$ cat src/rtl/codec_pkg.sv
// Shared constants for the CS4272 I2S transmit path.
package codec_pkg;

  localparam int CNT_W = 10;
  localparam int MCLK_BIT = 1;
  localparam int SCLK_BIT = 3;
  localparam int LRCLK_BIT = 9;
  localparam int SLOT_W = LRCLK_BIT - SCLK_BIT - 1;
  localparam int SLOT_BITS_DEF = 24;

  localparam logic [SLOT_W-1:0] FIRST_SLOT = 5'd1;
  localparam logic [SLOT_W-1:0] LAST_SLOT = 5'(SLOT_BITS_DEF);

  typedef logic [CNT_W-1:0] cnt_t;
  typedef logic [SLOT_W-1:0] slot_t;

endpackage

$ cat src/rtl/codec_clk_gen.sv
// Free-running frame counter; codec clocks come straight off its flops.
module codec_clk_gen
  import codec_pkg::*;
(
  input  logic clk,
  input  logic rst,
  output cnt_t cnt,
  output logic mclk,
  output logic sclk,
  output logic lrclk,
  output logic frm_strt,
  output logic adv,
  output logic wrap
);

  always_ff @(posedge clk) begin
    if (rst) begin
      cnt      <= '0;
      frm_strt <= 1'b0;
    end else begin
      cnt      <= cnt + 1'b1;
      frm_strt <= wrap;
    end
  end

  assign mclk  = cnt[MCLK_BIT];
  assign sclk  = cnt[SCLK_BIT];
  assign lrclk = cnt[LRCLK_BIT];
  assign adv   = &cnt[SCLK_BIT:0];
  assign wrap  = &cnt;

endmodule

$ cat src/rtl/codec_tx.sv
// I2S transmitter toward the CS4272: handshake, frame registers, serializer.
// Build option: CODEC_TX_MUTE_ON_UNDERRUN_EN silences frames on underrun.
module codec_tx
  import codec_pkg::*;
#(
  parameter int SAMPLE_W  = 16,
  parameter int SLOT_BITS = SLOT_BITS_DEF
) (
  input  logic                clk,
  input  logic                rst,
  input  logic [SAMPLE_W-1:0] lft_in,
  input  logic [SAMPLE_W-1:0] rht_in,
  input  logic                smpl_vld,
  output logic                smpl_rdy,
  output logic                MCLK,
  output logic                SCLK,
  output logic                LRCLK,
  output logic                SDin,
  output logic                frm_strt,
  output logic                underrun
);

  localparam int PAD = SLOT_BITS - SAMPLE_W;
  localparam slot_t LAST = slot_t'(SLOT_BITS);

  cnt_t cnt;
  cnt_t cnt_nxt;
  logic adv;
  logic wrap;

  logic [SAMPLE_W-1:0] hold_l, hold_r;
  logic [SAMPLE_W-1:0] frm_l, frm_r;
  logic                hold_full;
  logic                accept;

  logic [SLOT_BITS-1:0] slot_l, slot_r, word, word_sh;
  slot_t slot_nxt;
  logic  half_nxt;
  logic  bit_nxt;

  codec_clk_gen u_clk_gen (
    .clk      (clk),
    .rst      (rst),
    .cnt      (cnt),
    .mclk     (MCLK),
    .sclk     (SCLK),
    .lrclk    (LRCLK),
    .frm_strt (frm_strt),
    .adv      (adv),
    .wrap     (wrap)
  );

  assign smpl_rdy = ~hold_full;
  assign accept   = smpl_vld & ~hold_full;

  always_ff @(posedge clk) begin
    if (rst) begin
      hold_l    <= '0;
      hold_r    <= '0;
      hold_full <= 1'b0;
      frm_l     <= '0;
      frm_r     <= '0;
      underrun  <= 1'b0;
    end else begin
      underrun <= wrap & ~hold_full;
      if (wrap) begin
        if (hold_full) begin
          frm_l     <= hold_l;
          frm_r     <= hold_r;
          hold_full <= 1'b0;
        end else begin
`ifdef CODEC_TX_MUTE_ON_UNDERRUN_EN
          frm_l <= '0;
          frm_r <= '0;
`else
          frm_l <= frm_l;
          frm_r <= frm_r;
`endif
        end
      end
      // A hold load on the wrap edge lands after the clear: next frame uses it.
      if (accept) begin
        hold_l    <= lft_in;
        hold_r    <= rht_in;
        hold_full <= 1'b1;
      end
    end
  end

  assign slot_l = SLOT_BITS'(frm_l) << PAD;
  assign slot_r = SLOT_BITS'(frm_r) << PAD;

  // Bit presented after this edge belongs to the slot the counter enters.
  assign cnt_nxt  = cnt + 1'b1;
  assign slot_nxt = cnt_nxt[LRCLK_BIT-1:SCLK_BIT+1];
  assign half_nxt = cnt_nxt[LRCLK_BIT];

  always_comb begin
    bit_nxt = 1'b0;
    word    = half_nxt ? slot_r : slot_l;
    word_sh = '0;
    if (slot_nxt >= FIRST_SLOT && slot_nxt <= LAST) begin
      word_sh = word << (slot_nxt - FIRST_SLOT);
      bit_nxt = word_sh[SLOT_BITS-1];
    end
  end

  always_ff @(posedge clk) begin
    if (rst) SDin <= 1'b0;
    else if (adv) SDin <= bit_nxt;
  end

endmodule

$ cat config.mk
export PLATFORM = sky130hd
export DESIGN_NAME = codec_tx
export DESIGN_NICKNAME = d
export VERILOG_FILES = /design/src/rtl/codec_pkg.sv /design/src/rtl/codec_clk_gen.sv /design/src/rtl/codec_tx.sv
export SDC_FILE = /design/constraint.sdc
export NUM_CORES = 1
export LEC_CHECK = 0
export ABC_AREA = 1
export ABC_CLOCK_PERIOD_IN_PS = 2400
export CAP_MARGIN = 0
export CORE_ASPECT_RATIO = 0.75
export CORE_UTILIZATION = 55
export DETAILED_ROUTE_END_ITERATION = 10
export PLACE_DENSITY_LB_ADDON = 0.08
export SYNTH_ARGS = -nofsm -noshare
export SYNTH_HDL_FRONTEND = slang
export SYNTH_SLANG_ARGS = --single-unit
$ cat constraint.sdc
create_clock -name clk -period 2.4 [get_ports clk]
set_clock_uncertainty 0.05 [all_clocks]
set_input_delay 0.36 -clock clk [delete_from_list [all_inputs] [get_ports clk]]
set_output_delay 0.36 -clock clk [all_outputs]
set_load 0.05 [all_outputs]
* Yosys cells after proc, flatten, opt, wreduce, memory -nomap -nowiden
Index checks and enable logic that the tools add are counted.
W data, S select, Z words.
** Word-level totals
- Flip-flop bits (word level) :: 78
- Output and inout bits :: 7
- Word-level logic and storage cells :: 26
** Cells by class
- $add $sub $neg :: 2
- Magnitude comparators :: 2
- Shifts and indexed selects :: 1
- Muxes and demuxes :: 4
- Bitwise gates (word level) :: 3
- Reductions and logical operators :: 5
** Operators by type and width (count)
- $mux W24 :: 1
- $shl A24 B5 Y24 :: 1
- $reduce_and A11 Y1 :: 1
- $add A10 B1 Y10 const B :: 1
- $reduce_and A10 Y1 :: 1
- $ge A5 B1 Y1 const B :: 1
- $le A5 B5 Y1 const B :: 1
- $sub A5 B1 Y5 const B :: 1
- $reduce_and A4 Y1 :: 1
- $mux W1 :: 3
- $and A1 B1 Y1 :: 2
- $reduce_bool A2 Y1 :: 1
- $logic_and A1 B1 Y1 :: 1
- $not A1 Y1 :: 1

* Depth between registers and ports, before layout
- Depth after elaboration :: 4
- Gate-level depth with buffers :: 15
- Gate-level depth less buffers :: 15

* Cells and area by module
Synthesis repeated with hierarchy kept, for this count alone.
** Second synthesis, totals
- Cells, all modules :: 472
- Area, all modules :: 3440.8 um^2
** By module, submodules not included
- codec_tx :: instances 1, cells each 409, area an instance 2954.1 um^2, sequential area each 1341.3 um^2
- codec_clk_gen :: instances 1, cells each 63, area an instance 486.7 um^2, sequential area each 220.2 um^2

* Least setup slack after synthesis
Ideal clock, no wire load.
- Path kind :: register -> register
- From :: reg u_clk_gen.cnt[1]
- To :: reg SDin
- Library setup time :: 0.067 ns
- Arrival time :: 2.177 ns
- Required time :: 2.283 ns
- Slack :: 0.106 ns
- Cell stages (with the launch flop) :: 15
- Buffers on the path :: 0
- Clock period less this slack :: 2.294 ns
- Path through :: dfxtp_1 -> ha_1 -> nand3_2 -> inv_1 -> nand2_1 -> nand2_4 -> inv_2 -> nor2_4 -> or2_1 -> clkinv_1 -> nand2_1 -> nand2_1 -> nand3_1 -> nand3_1 -> a21oi_2
** Between the ends
- Word-level cells in the longest chain between the ends :: 4
- Elaborated cells between the ends (all ways) :: 9
- Classes of those cells :: 2 x add/sub; 2 x order compare; 1 x shift; 2 x mux; 2 x reduce/logical
** Ends and longest elaborated chain
- start: declaration :: RTL line codec_clk_gen.sv:7 : output cnt_t cnt,
- start signal: assignment :: RTL line codec_clk_gen.sv:21 : cnt <= cnt + 1'b1;
- $add A10 B1 Y10 :: RTL line codec_tx.sv:94 : assign cnt_nxt = cnt + 1'b1;
- $sub A5 B1 Y5, or another cell as far along :: RTL line codec_tx.sv:103 : word_sh = word << (slot_nxt - FIRST_SLOT);
- $shl A24 B5 Y24 or $logic_and A1 B1 Y1 (tied branches) :: RTL line codec_tx.sv:103, codec_tx.sv:102
- $mux W1 :: RTL line codec_tx.sv:102 : if (slot_nxt >= FIRST_SLOT && slot_nxt <= LAST) begin
- end signal: assignment :: RTL line codec_tx.sv:110 : else if (adv) SDin <= bit_nxt;
- end: declaration :: RTL line codec_tx.sv:18 : output logic SDin,
Parallel ways exist; a longest one is shown, timed or not.
A chain may end at the register's enable or synchronous reset.

* Worst setup path in the final report
Same ends and word-level chain as after synthesis.

==> metrics <==
outcome finished, final reports clean; vias in the first global route 2712; Slew Limit Fails 0; most frequent cells in the layout 101 x nand2_1, 76 x dfxtp_1, 73 x nor2_1, 40 x clkdlybuf4s50_1, 34 x a211oi_1; initial antenna violation count 0; maximum VDD drop 0.426 mV; total gr overflow 0; most common cell after layout, fill and taps aside nand2_1; yosys warns 0; Initial DRC Count 114; Sink Count 78; Slew Limit Headroom 65.8%; R2R Path Start u_clk_gen.cnt[1]$_SDFF_PP0_; count of different cell masters after synthesis 30; RePlAce Congestion 0.887; HP Class input port to flop; Cell Area, Synth 3370 um^2; CTS tree done; Worst Hold Depth 2; # H-tree levels 3; Post-route DRC 0; post-layout util 68.4%; Arrival @ worst endpoint 2420 ps; first-pass GRT wire length 12700 um; Routed Antenna Nets 0; diode count 0; fmax 457 MHz; clk slew on worst S/H paths 70 ps; CTS Hold Bufs 0; Setup violations, final 0; worst skew pair latency 350 ps; minimum clock period 2190 ps; area grow syn2layout 18.7%; CP startpoint kind flop; #FFs+latches synth 78; Via density 5.18; port bufs 41; Synth Instances 448; sequential area share after synthesis 46.3%; final wirelength 7340 um; die footprint 6450 um^2; DP HPWL 5290 um; final setup TNS 0 ps; syn nets 484; fillers 540; cell row count 24; RSZ-0062 raised after global routing no; CP Data Required Time 2630 ps; 1st-pass router iterations 4; Final Hold Vio Count 0; worst reg2reg path depth 14; CP max FO 8; Worst Min Path Start rst; cts bufs inserted 9; Pwr Density 604 nW/um^2; nets 516; GRT Util Overall 25.1%; Worst Setup Path Type flop to flop; wire length per cell 13.1 um; Max-cap violations 0; Clock Root Buffer clkbuf_8; period utilization 91.2%; Via Count 2912; initial core utilization 57.6%; clock buffer depth 2; critical path launch point u_clk_gen.cnt[1]$_SDFF_PP0_; post-synthesis area per instance 7.52 um^2; Ports 42; CP endpoint kind flop; pin count of the biggest net entering global routing 54; proportion of layout cells with a drive suffix above 1 8.68%; worst slew pin tran 513 ps; Die Ht 69.8 um; Leak 1.49 nW; Die Width 92.4 um; core area 5860 um^2
==> kinds of logic (layout without fill, tap and decap cells) <==
family                     count (synthesis)  in the layout  share of synthesized area [%]
AOI/OAI and AO/OA                         53             53                           10.5
and+or+nand+nor                          251            251                           34.6
xor gates and xnor gates                   4              4                           1.04
adders and majority gates                  1              1                          0.371
buffers and inverters                     61             97                           7.20
DFF                                       78             78                           46.3
==> final timing paths <==
check / end / slack [ps]
worst max-delay path: SDin$_SDFFE_PP0P_ / 210
worst min register to register: frm_l[14]$_SDFFE_PP0P_ / 410
worst min-delay path: u_clk_gen.cnt[0]$_SDFF_PP0_ / 410
worst max register to register: SDin$_SDFFE_PP0P_ / 210
==> stage by stage <==
step / power, W / instance area (um^2) / std cells / hold slack (ps) / worst slack [ps]
after floorplan: 0.00150 / 3370 / 448 / 382 / 106
after global placement: 0.00159 / 3830 / 547 / 401 / 149
after detailed placement: 0.00159 / 3830 / 547 / 405 / 140
after CTS: 0.00244 / 4000 / 562 / 400 / 121
after global routing: 0.00251 / 4000 / 562 / 438 / 9.72
final: 0.00242 / 4000 / 562 / 413 / 212
==> worst max-delay path, stage by stage (launching register included) <==
cell and delay (ps):
dfxtp_2 380, ha_2 240, nand3_2 130, inv_1 120, nand2_1 90, nand2_4 140, inv_2 120, nor2_4 170
or2_1 120, clkinv_1 120, nand2_1 100, nand2_1 60, nand3_1 90, nand3_1 80, a21oi_2 110
==> report_power, final <==
part           internal, W  total (W)  switching, W
registers          0.00134    0.00136     0.0000235
clock network     0.000399   0.000852      0.000453
logic            0.0000929   0.000202      0.000109
==> flip-flops by register name, indices dropped and copies added, names as in the netlist <==
| signal | flops |
|---|---|
| frm_l | 16 |
| frm_r | 16 |
| hold_l | 16 |
| hold_r | 16 |
| u_clk_gen.cnt | 10 |
| SDin | 1 |
| hold_full | 1 |
| u_clk_gen.frm_strt | 1 |
| underrun | 1 |
==> Yosys cell counts (all sizes together) <==
library cell    n  area [um^2]
buf            10         51.3
dfxtp          78         1560
nand2         105          424
ha              1         12.5
nor4           15         93.8
nand3          28          175
xnor2           2         17.5
or2             2         12.5
inv            35          131
nand4           1         6.26
nor3           17         90.1
nand3b          2         15.0
nor2           81          348
clkbuf         14         52.6
a211oi         34          255
xor2            2         17.5
a21oi          19         98.9
clkinv          2         7.51
==> metal layers <==
| layer | routed length [um] | part of all wire, % | track usage (%) | vias to the layer above |
|---|---|---|---|---|
| li1 | - | - | - | 1539 |
| met1 | 3610 | 49 | 34.5 | 1304 |
| met2 | 3320 | 45 | 39.8 | 58 |
| met3 | 322 | 4.4 | 5.59 | 11 |
| met4 | 85 | 1.2 | 6.77 | 0 |
| met5 | 0 | 0 | 0 | - |
==> repair_timing <==
| action | CTS | global route |
|---|---|---|
| endpoints found under the setup margin | 0 | 1 |
| gates resized for setup | 0 | 3 |
| buffers inserted | 0 | 0 |
==> final cells by class <==
type | count | area [um^2] | area share, %
clock buffers | 12 | 145 | 3.63
flip-flops and latches | 78 | 1560 | 39.1
repair buffers | 45 | 460 | 11.5
multi-input cells | 309 | 1580 | 39.4
well taps | 78 | 97.6 | 2.44
clock inverters | 3 | 21.3 | 0.531
inverters | 37 | 139 | 3.47
No activity file was read; power rests on OpenSTA's default activity.
